===== config.mk =====
export PLATFORM = sky130hd
export DESIGN_NAME = gf163_divider_flat
export DESIGN_NICKNAME = d
export VERILOG_FILES = /design/src/rtl/gf163_divider_if.sv /design/src/rtl/gf163_divider.sv /design/src/flat_wrapper.sv
export SDC_FILE = /design/constraint.sdc
export NUM_CORES = 2
export LEC_CHECK = 0
export BUFFER_PORTS_ARGS = -buffer_cell sky130_fd_sc_hd__buf_4
export CAP_MARGIN = 10
export CORE_MARGIN = 4
export CORE_UTILIZATION = 35
export CTS_CLUSTER_SIZE = 12
export DETAILED_ROUTE_END_ITERATION = 16
export MAX_ROUTING_LAYER = met4
export SETUP_SLACK_MARGIN = 0.4
export SLEW_MARGIN = 5
export SYNTH_ARGS = -nofsm -noshare
export SYNTH_HDL_FRONTEND = slang
export SYNTH_SLANG_ARGS = --single-unit

===== constraint.sdc =====
create_clock -name clk -period 7.66 [get_ports clk]
set_clock_uncertainty 0.1 [all_clocks]
set_input_delay 0.766 -clock clk [delete_from_list [all_inputs] [get_ports clk]]
set_output_delay 0.766 -clock clk [all_outputs]
set_load 0.01 [all_outputs]

===== src/rtl/gf163_divider_if.sv =====
// rtl/gf163_divider_if.sv - request/result bundle for the GF(2^163) divider
interface gf163_divider_if;
  logic         start;
  logic [162:0] A;
  logic [162:0] B;
  logic [162:0] Z;
  logic         done;
  logic         err;

  modport master (output start, A, B, input Z, done, err);
  modport slave  (input start, A, B, output Z, done, err);
endinterface


===== src/rtl/gf163_divider.sv =====
// rtl/gf163_divider.sv - GF(2^163) division Z = A * B^-1 mod f by binary Euclid
module gf163_divider #(
  parameter int MAXIT = 652
) (
`ifdef USE_POWER_PINS
  inout wire vccd2,
  inout wire vssd2,
`endif
  input logic            clk,
  input logic            rst,
  gf163_divider_if.slave bus
);

  localparam logic [163:0] F  = {1'b1, 163'hC9};
  // (f >> 1) restricted to bits 161:0, used when halving an odd X/Y
  localparam logic [161:0] FH = 162'h64;
  localparam int           CW = $clog2(MAXIT + 1);

  typedef enum logic [1:0] {IDLE, LOAD, ITER, ST_DONE} state_t;

  state_t         state, state_n;
  logic [163:0]   u, v, u_n, v_n;
  logic [162:0]   x, y, z, x_n, y_n, z_n;
  logic [162:0]   x_half, y_half;
  logic [CW-1:0]  cnt, cnt_n;
  logic           err, err_n;
  logic           armed, armed_n;

  assign x_half = x[0] ? {1'b1, x[162:1] ^ FH} : {1'b0, x[162:1]};
  assign y_half = y[0] ? {1'b1, y[162:1] ^ FH} : {1'b0, y[162:1]};

  always_comb begin
    state_n = state;
    u_n     = u;
    v_n     = v;
    x_n     = x;
    y_n     = y;
    z_n     = z;
    cnt_n   = cnt;
    err_n   = err;
    // a low start at any edge re-arms; only a fresh rising request may load
    armed_n = armed | ~bus.start;
    case (state)
      IDLE: begin
        if (bus.start && armed) begin
          state_n = LOAD;
          armed_n = 1'b0;
        end
      end
      LOAD: begin
        u_n   = {1'b0, bus.B};
        v_n   = F;
        x_n   = bus.A;
        y_n   = '0;
        cnt_n = '0;
        err_n = 1'b0;
        if (bus.B == '0) begin
          err_n   = 1'b1;
          z_n     = '0;
          state_n = ST_DONE;
        end else begin
          state_n = ITER;
        end
      end
      ITER: begin
        cnt_n = cnt + 1'b1;
        if (!bus.start) begin
          state_n = IDLE;
        end else if (u == 164'd1) begin
          z_n     = x;
          state_n = ST_DONE;
        end else if (v == 164'd1) begin
          z_n     = y;
          state_n = ST_DONE;
        end else if (cnt == CW'(MAXIT - 1)) begin
          err_n   = 1'b1;
          z_n     = '0;
          state_n = ST_DONE;
        end else if (!u[0]) begin
          u_n = u >> 1;
          x_n = x_half;
        end else if (!v[0]) begin
          v_n = v >> 1;
          y_n = y_half;
        end else if (u > v) begin
          u_n = u ^ v;
          x_n = x ^ y;
        end else begin
          v_n = v ^ u;
          y_n = y ^ x;
        end
      end
      ST_DONE: state_n = IDLE;
      default: state_n = IDLE;
    endcase
  end

  always_ff @(posedge clk) begin
    if (rst) begin
      state <= IDLE;
      u     <= '0;
      v     <= '0;
      x     <= '0;
      y     <= '0;
      z     <= '0;
      cnt   <= '0;
      err   <= 1'b0;
      armed <= 1'b0;
    end else begin
      state <= state_n;
      u     <= u_n;
      v     <= v_n;
      x     <= x_n;
      y     <= y_n;
      z     <= z_n;
      cnt   <= cnt_n;
      err   <= err_n;
      armed <= armed_n;
    end
  end

  assign bus.Z    = z;
  assign bus.err  = err;
  assign bus.done = (state == ST_DONE);

endmodule

===== src/flat_wrapper.sv =====
// flat-port wrapper written by rule: the top's interface ports become plain ports
module gf163_divider_flat 
#(
  parameter int MAXIT = 652
)
  (clk, rst, bus_start, bus_A, bus_B, bus_Z, bus_done, bus_err);
  gf163_divider_if bus_i ();
  input logic clk;
  input logic rst;
  input wire logic [$bits(bus_i.start)-1:0] bus_start;
  input wire logic [$bits(bus_i.A)-1:0] bus_A;
  input wire logic [$bits(bus_i.B)-1:0] bus_B;
  output wire logic [$bits(bus_i.Z)-1:0] bus_Z;
  output wire logic [$bits(bus_i.done)-1:0] bus_done;
  output wire logic [$bits(bus_i.err)-1:0] bus_err;
  assign bus_i.start = bus_start;
  assign bus_i.A = bus_A;
  assign bus_i.B = bus_B;
  assign bus_Z = bus_i.Z;
  assign bus_done = bus_i.done;
  assign bus_err = bus_i.err;
  gf163_divider #(.MAXIT(MAXIT)) u_core (.clk(clk), .rst(rst), .bus(bus_i));
endmodule

Yosys cells after proc, flatten, opt, wreduce, memory -nomap -nowiden
Cells that the tools add are included.

Reduce and logical (&&, ||, !) cells: 11. Add/sub/neg operators: 1. Muxes and demuxes: 56. Bitwise operators: 6. Magnitude comparators: 1. Equality and inequality tests: 19.

Operators with widths (number): $mux 163 (21); $mux 164 (14); $pmux 163 s2 (3); $pmux 164 s2 (2); $eq 164x1->1 const B (2); $gt 164x164->1 (1); $xor 164x164->164 (1); $logic_not 163->1 (1); $xor 163x163->163 (1); $pmux 10 s2 (1); $reduce_and 7->1 (2); $add 10x1->10 const B (1); $eq 10x10->1 const B (1); $mux 2 (5); $reduce_and 5->1 (2); $ne 3x3->1 const B (3); $mux 1 (8); $ne 2x1->1 const B (4); $ne 2x2->1 const B (4); $pmux 2 s4 (1); $not 3->3 (2); $reduce_and 6->1 (1); $ne 5x2->1 const B (1); $eq 2x2->1 const B (2); 10 further kinds (10).

Input port bits: 329. Output and inout bits: 165. Logic and storage cells: 105. Bits in registers: 831.

Depth between registers and ports, before layout
Depth after elaboration: 9. Depth in mapped cells: 16. Depth with buffers taken out: 11.

Worst setup path before layout
Ideal clock, no wire load.

Path type: reg2reg. Start: reg u_core.v[126]. End: reg u_core.y[25]. Buffers on the path: 3. Library setup time: 117 ps. Arrival: 3067 ps. Slack: 4377 ps. Stages on the path, launching flop included: 15. Clock period less this slack: 3283 ps. Data required time: 7443 ps. Cells stage by stage: dfxtp_1 > inv_1 > ha_1 > and3_1 > a221o_1 > o211ai_1 > a41oi_1 > a2111oi_4 > o211ai_4 > o21a_1 > buf_2 > o21ba_2 > buf_6 > buf_6 > a22o_1.

Longest elaborated chain between the ends: 3. Elaborated cells on any way between the ends: 5. Those cells by class: order compare: 1; eq/ne: 3; reduce/logical: 1.

Ends and longest elaborated chain: from (decl) (RTL line gf163_divider.sv:22) `logic [163:0] u, v, u_n, v_n;`; from (signal assigned) (RTL line gf163_divider.sv:112) `v <= v_n;`; $gt 164x164->1 or $eq 164x1->1 (tied branches) (RTL line gf163_divider.sv:85, gf163_divider.sv:72); $ne 3x3->1 (no line) or $ne 2x2->1 (tied branches); $reduce_and 7->1 (no line) (*); to (signal assigned) (RTL line gf163_divider.sv:114) `y <= y_n;`; to (decl) (RTL line gf163_divider.sv:23) `logic [162:0] x, y, z, x_n, y_n, z_n;`.

Mark *: on every way between the ends. The rest lies on a longest branch, timed or not. A chain may end at the register's enable or synchronous reset.

Worst setup path after layout
Start: reg u_core.v[62]. End: reg u_core.v[104].

Longest elaborated chain between the ends: 3. Elaborated cells on any way between the ends: 5. Those cells by class: order compare: 1; eq/ne: 3; reduce/logical: 1.

Ends and longest elaborated chain (RTL line): $gt 164x164->1 or $eq 164x1->1 (tied branches) (gf163_divider.sv:85, gf163_divider.sv:72); $ne 3x3->1 (no line) or $ne 2x2->1 (tied branches); $reduce_and 7->1 (no line) (*).

Marks and branches as above.

==> results.md <==
- Run status: complete, but fails checks
- Failing checks: slew limit
- Post-synth net total: between 6000 and 7000
- Worst-case headroom to the max-slew limit: -0.4457%
- Overall power after layout: 22.77 mW
- Die width: around 380 µm
- Final estimated routing congestion in global placement: about 0.95
- Via count of the first global-routing pass: about 45000
- Worst VDD drop: 0.9823 mV
- Post-CTS Setup Repair Bufs: 0
- Routed wire length: 190100 µm
- Synth area leader: dfxtp_1
- Clock tree from TritonCTS: done
- Count of routing violations after the opening detailed-route iteration: about 5200
- Netlist area before placement: approximately 49000 µm²
- Overall track demand over capacity in global routing: 25.32%
- Number of max-slew violations in the final report: 19
- Number of enable flip-flop cells after synthesis: 0
- Post-synthesis average cell area: around 8.0 µm²
- Setup tns final: 0 ns
- Cell type of the slowest stage on the worst timing path: o21ba_4
- Instance count of the mapped netlist: approximately 6200
- Clock tree root driver cell: clkbuf_16
- Pin count of the biggest net entering global routing: between 200 and 250
- Layout overhead on the synthesized area: 15.86%
- Library cell with the highest instance count after synthesis: dfxtp_1
- H-tree levels: 3
- First-pass GRT wire length: between 200000 and 300000 µm
- Clock-pin slew reported for the worst setup and hold paths after clock tree synthesis: about 0.06 ns
- Flip-flop cell with the highest count after synthesis: dfxtp_1
- Tmin final: around 5.7 ns
- GRT Residual Overflow: 0
- Row Count: approximately 140
- Vertical die dimension: approximately 380 µm
- CP cell instances: inv_1 > ha_1 > nand4_1 > nor4_1 > nand4_1 > a31oi_1 > nor4_1 > nor2_1 > o21a_4 > o21ba_4 > buf_4 > a22o_1
- Number of synthesized register bits: approximately 830
- Net total in the final layout: approximately 6700
- Number of buffer cells added on primary ports: between 400 and 500
- Startpoint types: flop
- Leakage component of the power: ~23 nW
- WS Path Type: flop to flop
- Number of non-filler instances in the completed layout: a little over 8000
- Starting density of the core: around a third
- Cell variety after synth: 69
- Crit-path max cell delay: approximately 0.84 ns
- Max-cap viol count: 0
- Worst slack at placement: 2.025 ns
- Cell types with the largest area share after synthesis: dfxtp_1 34%, a22o_1 8.2%, o211a_1 6.6%
- Sort of element at the end of the critical path: flop
- First drt pass iteration count: 6
- Dpl hpwl: around 120000 µm
- Number of vias in the routed layout: between 40000 and 50000
- Initial antenna violation count: 24
- Area of combinational cells with multiple inputs: ~29000 µm²
- Type of the worst min-delay path: primary input to flop
- PD cells: roughly 400 nW/µm²
- CTS resizes: 0
- Area of the core: roughly 140000 µm²
- Storage cell area: about 17000 µm²
- Largest delay contributor family on the critical path: compound AO/OA/AOI/OAI gates
- FFs w/ async S/R, synth: 0%
- WL/cell: roughly 23 µm
- Setup repair after global routing missed its margin: no
- Number of hold violations in the final report: 0
- Area share of the largest cell type after synthesis: between 30% and 40%
- Slew at the pin with the worst max-slew slack: approximately 1.5 ns
- Most instantiated cells after synthesis: 831 x dfxtp_1, 555 x a21oi_1, 517 x nand2_1
- Bufs on Longest Clock Path: 3
- Crit path buffers/inverters: 2
- Post-placement cell count: around 8000
- FMAX: 0.1765 GHz
- Final setup slack of the worst path: about 2 ns
- Largest fanout on the critical path: 54
- Crit path DAT: slightly above 6 ns
- Total number of clock tree sinks: slightly above 800
- Total Die Area: ~150000 µm²
- Vias per Instance: roughly 6.0
- Required time at the worst-slack endpoint: a little over 8 ns
- Filler Cell Count: between 10000 and 15000
- Antenna violation net count after detailed routing: 0
- Layout cells sized above 1: between 10% and 20%
- Share of synthesized area occupied by flip-flops and latches: 33.90%
- Count of yosys warnings during synthesis: 0
- Boundary Pins: approximately 490
- CTS Buf Count: 99
- Insertion delay to the later sink of the worst-skew pair: about 0.75 ns
- Hold-fix buffers at CTS: 0
- Final Setup Violations: 0
- Final period utilization: 73.95%
- Remaining routing DRC violations: 0
## cell type report
type                       instances  area share (%)
tap                             1876           4.128
clock buffer                     151           5.228
clock inverter                    33          0.8427
timing repair buffer             560           7.751
antenna                           20         0.08801
inverter                         351           2.339
multi-input combinational       4396           50.36
sequential                       831           29.27
## layer usage
metal	vias to the layer above	global-route usage (%)	part of all wire, %
met3	352	5.197	8.5
li1	22890	-	-
met4	0	9.917	4.3
met2	2043	38.27	44
met5	-	-	0
met1	23660	33.16	43
## power by group
group          switching, mW  internal [mW]
registers               1.39           5.22
logic                   7.44           3.73
clock network           2.08           2.90
## final timing paths
path	startpoint	end	slack, ns	cells past startpoint
setup reg to reg	u_core.v[62]	u_core.v[104]	2.00	12
hold reg to reg	u_core.bus.Z[41]	u_core.bus.Z[41]	0.35	2
setup / recovery	u_core.v[62]	u_core.v[104]	2.00	12
hold / removal	bus_start	u_core.armed	0.19	2
## layout by cell type, fill, tap and decap left out, types with 13 or more instances in the layout
cell type  Yosys  layout
ha_1         170     169
buf_4          1     543
clkinv_2       0      13
a21oi_1      555     555
o21ai_0      500     499
a22o_1       461     461
dfxtp_1      831     829
o211ai_1     327     327
clkbuf_16      0      99
inv_1        349     349
o211a_1      325     325
nor2_1       364     364
mux2i_1       28      28
nor4_1       170     159
a31oi_1      163     163
buf_12         0      16
nand3_1      186     186
nor2b_1      179     178
xnor2_1      164     164
clkbuf_1     369      22
a32oi_1       22      22
nor4_2         2      13
nand4_1       75      75
diode_2        0      20
clkbuf_8       0      30
nand2_1      517     517
nor3_1        37      37
## flip-flops by register name (all words and copies together), names as in the netlist
signal          cells
u_core.u          164
u_core.v          164
u_core.bus.Z      163
u_core.x          163
u_core.y          163
u_core.cnt         10
u_core.state        2
u_core.armed        1
u_core.bus.err      1
## metrics by stage
stage | hold slack (ns) | instance area (µm²) | utilization, %
detailed placement | 0.3438 | 53360 | 38.29
global placement | 0.3398 | 53310 | 38.25
finish | 0.1896 | 56870 | 40.81
global route | 0.1773 | 56860 | 40.80
CTS | 0.1375 | 56820 | 40.77
floorplan | 0.3495 | 49080 | -
## cells by family (layout without fill, tap and decap cells)
| logic type | after synthesis | count (layout) | share of synthesized area (%) |
|---|---|---|---|
| mux | 28 | 28 | 0.5710 |
| simple gates | 1589 | 1589 | 15.43 |
| compound gates | 2433 | 2433 | 34.50 |
| other cells | 0 | 20 | 0 |
| flops | 831 | 831 | 33.90 |
| buf+inv | 935 | 1095 | 8.135 |
| xor+xnor | 176 | 176 | 3.141 |
| fa+ha+maj | 170 | 170 | 4.334 |
Note: power is estimated with default switching activity, not from simulation.
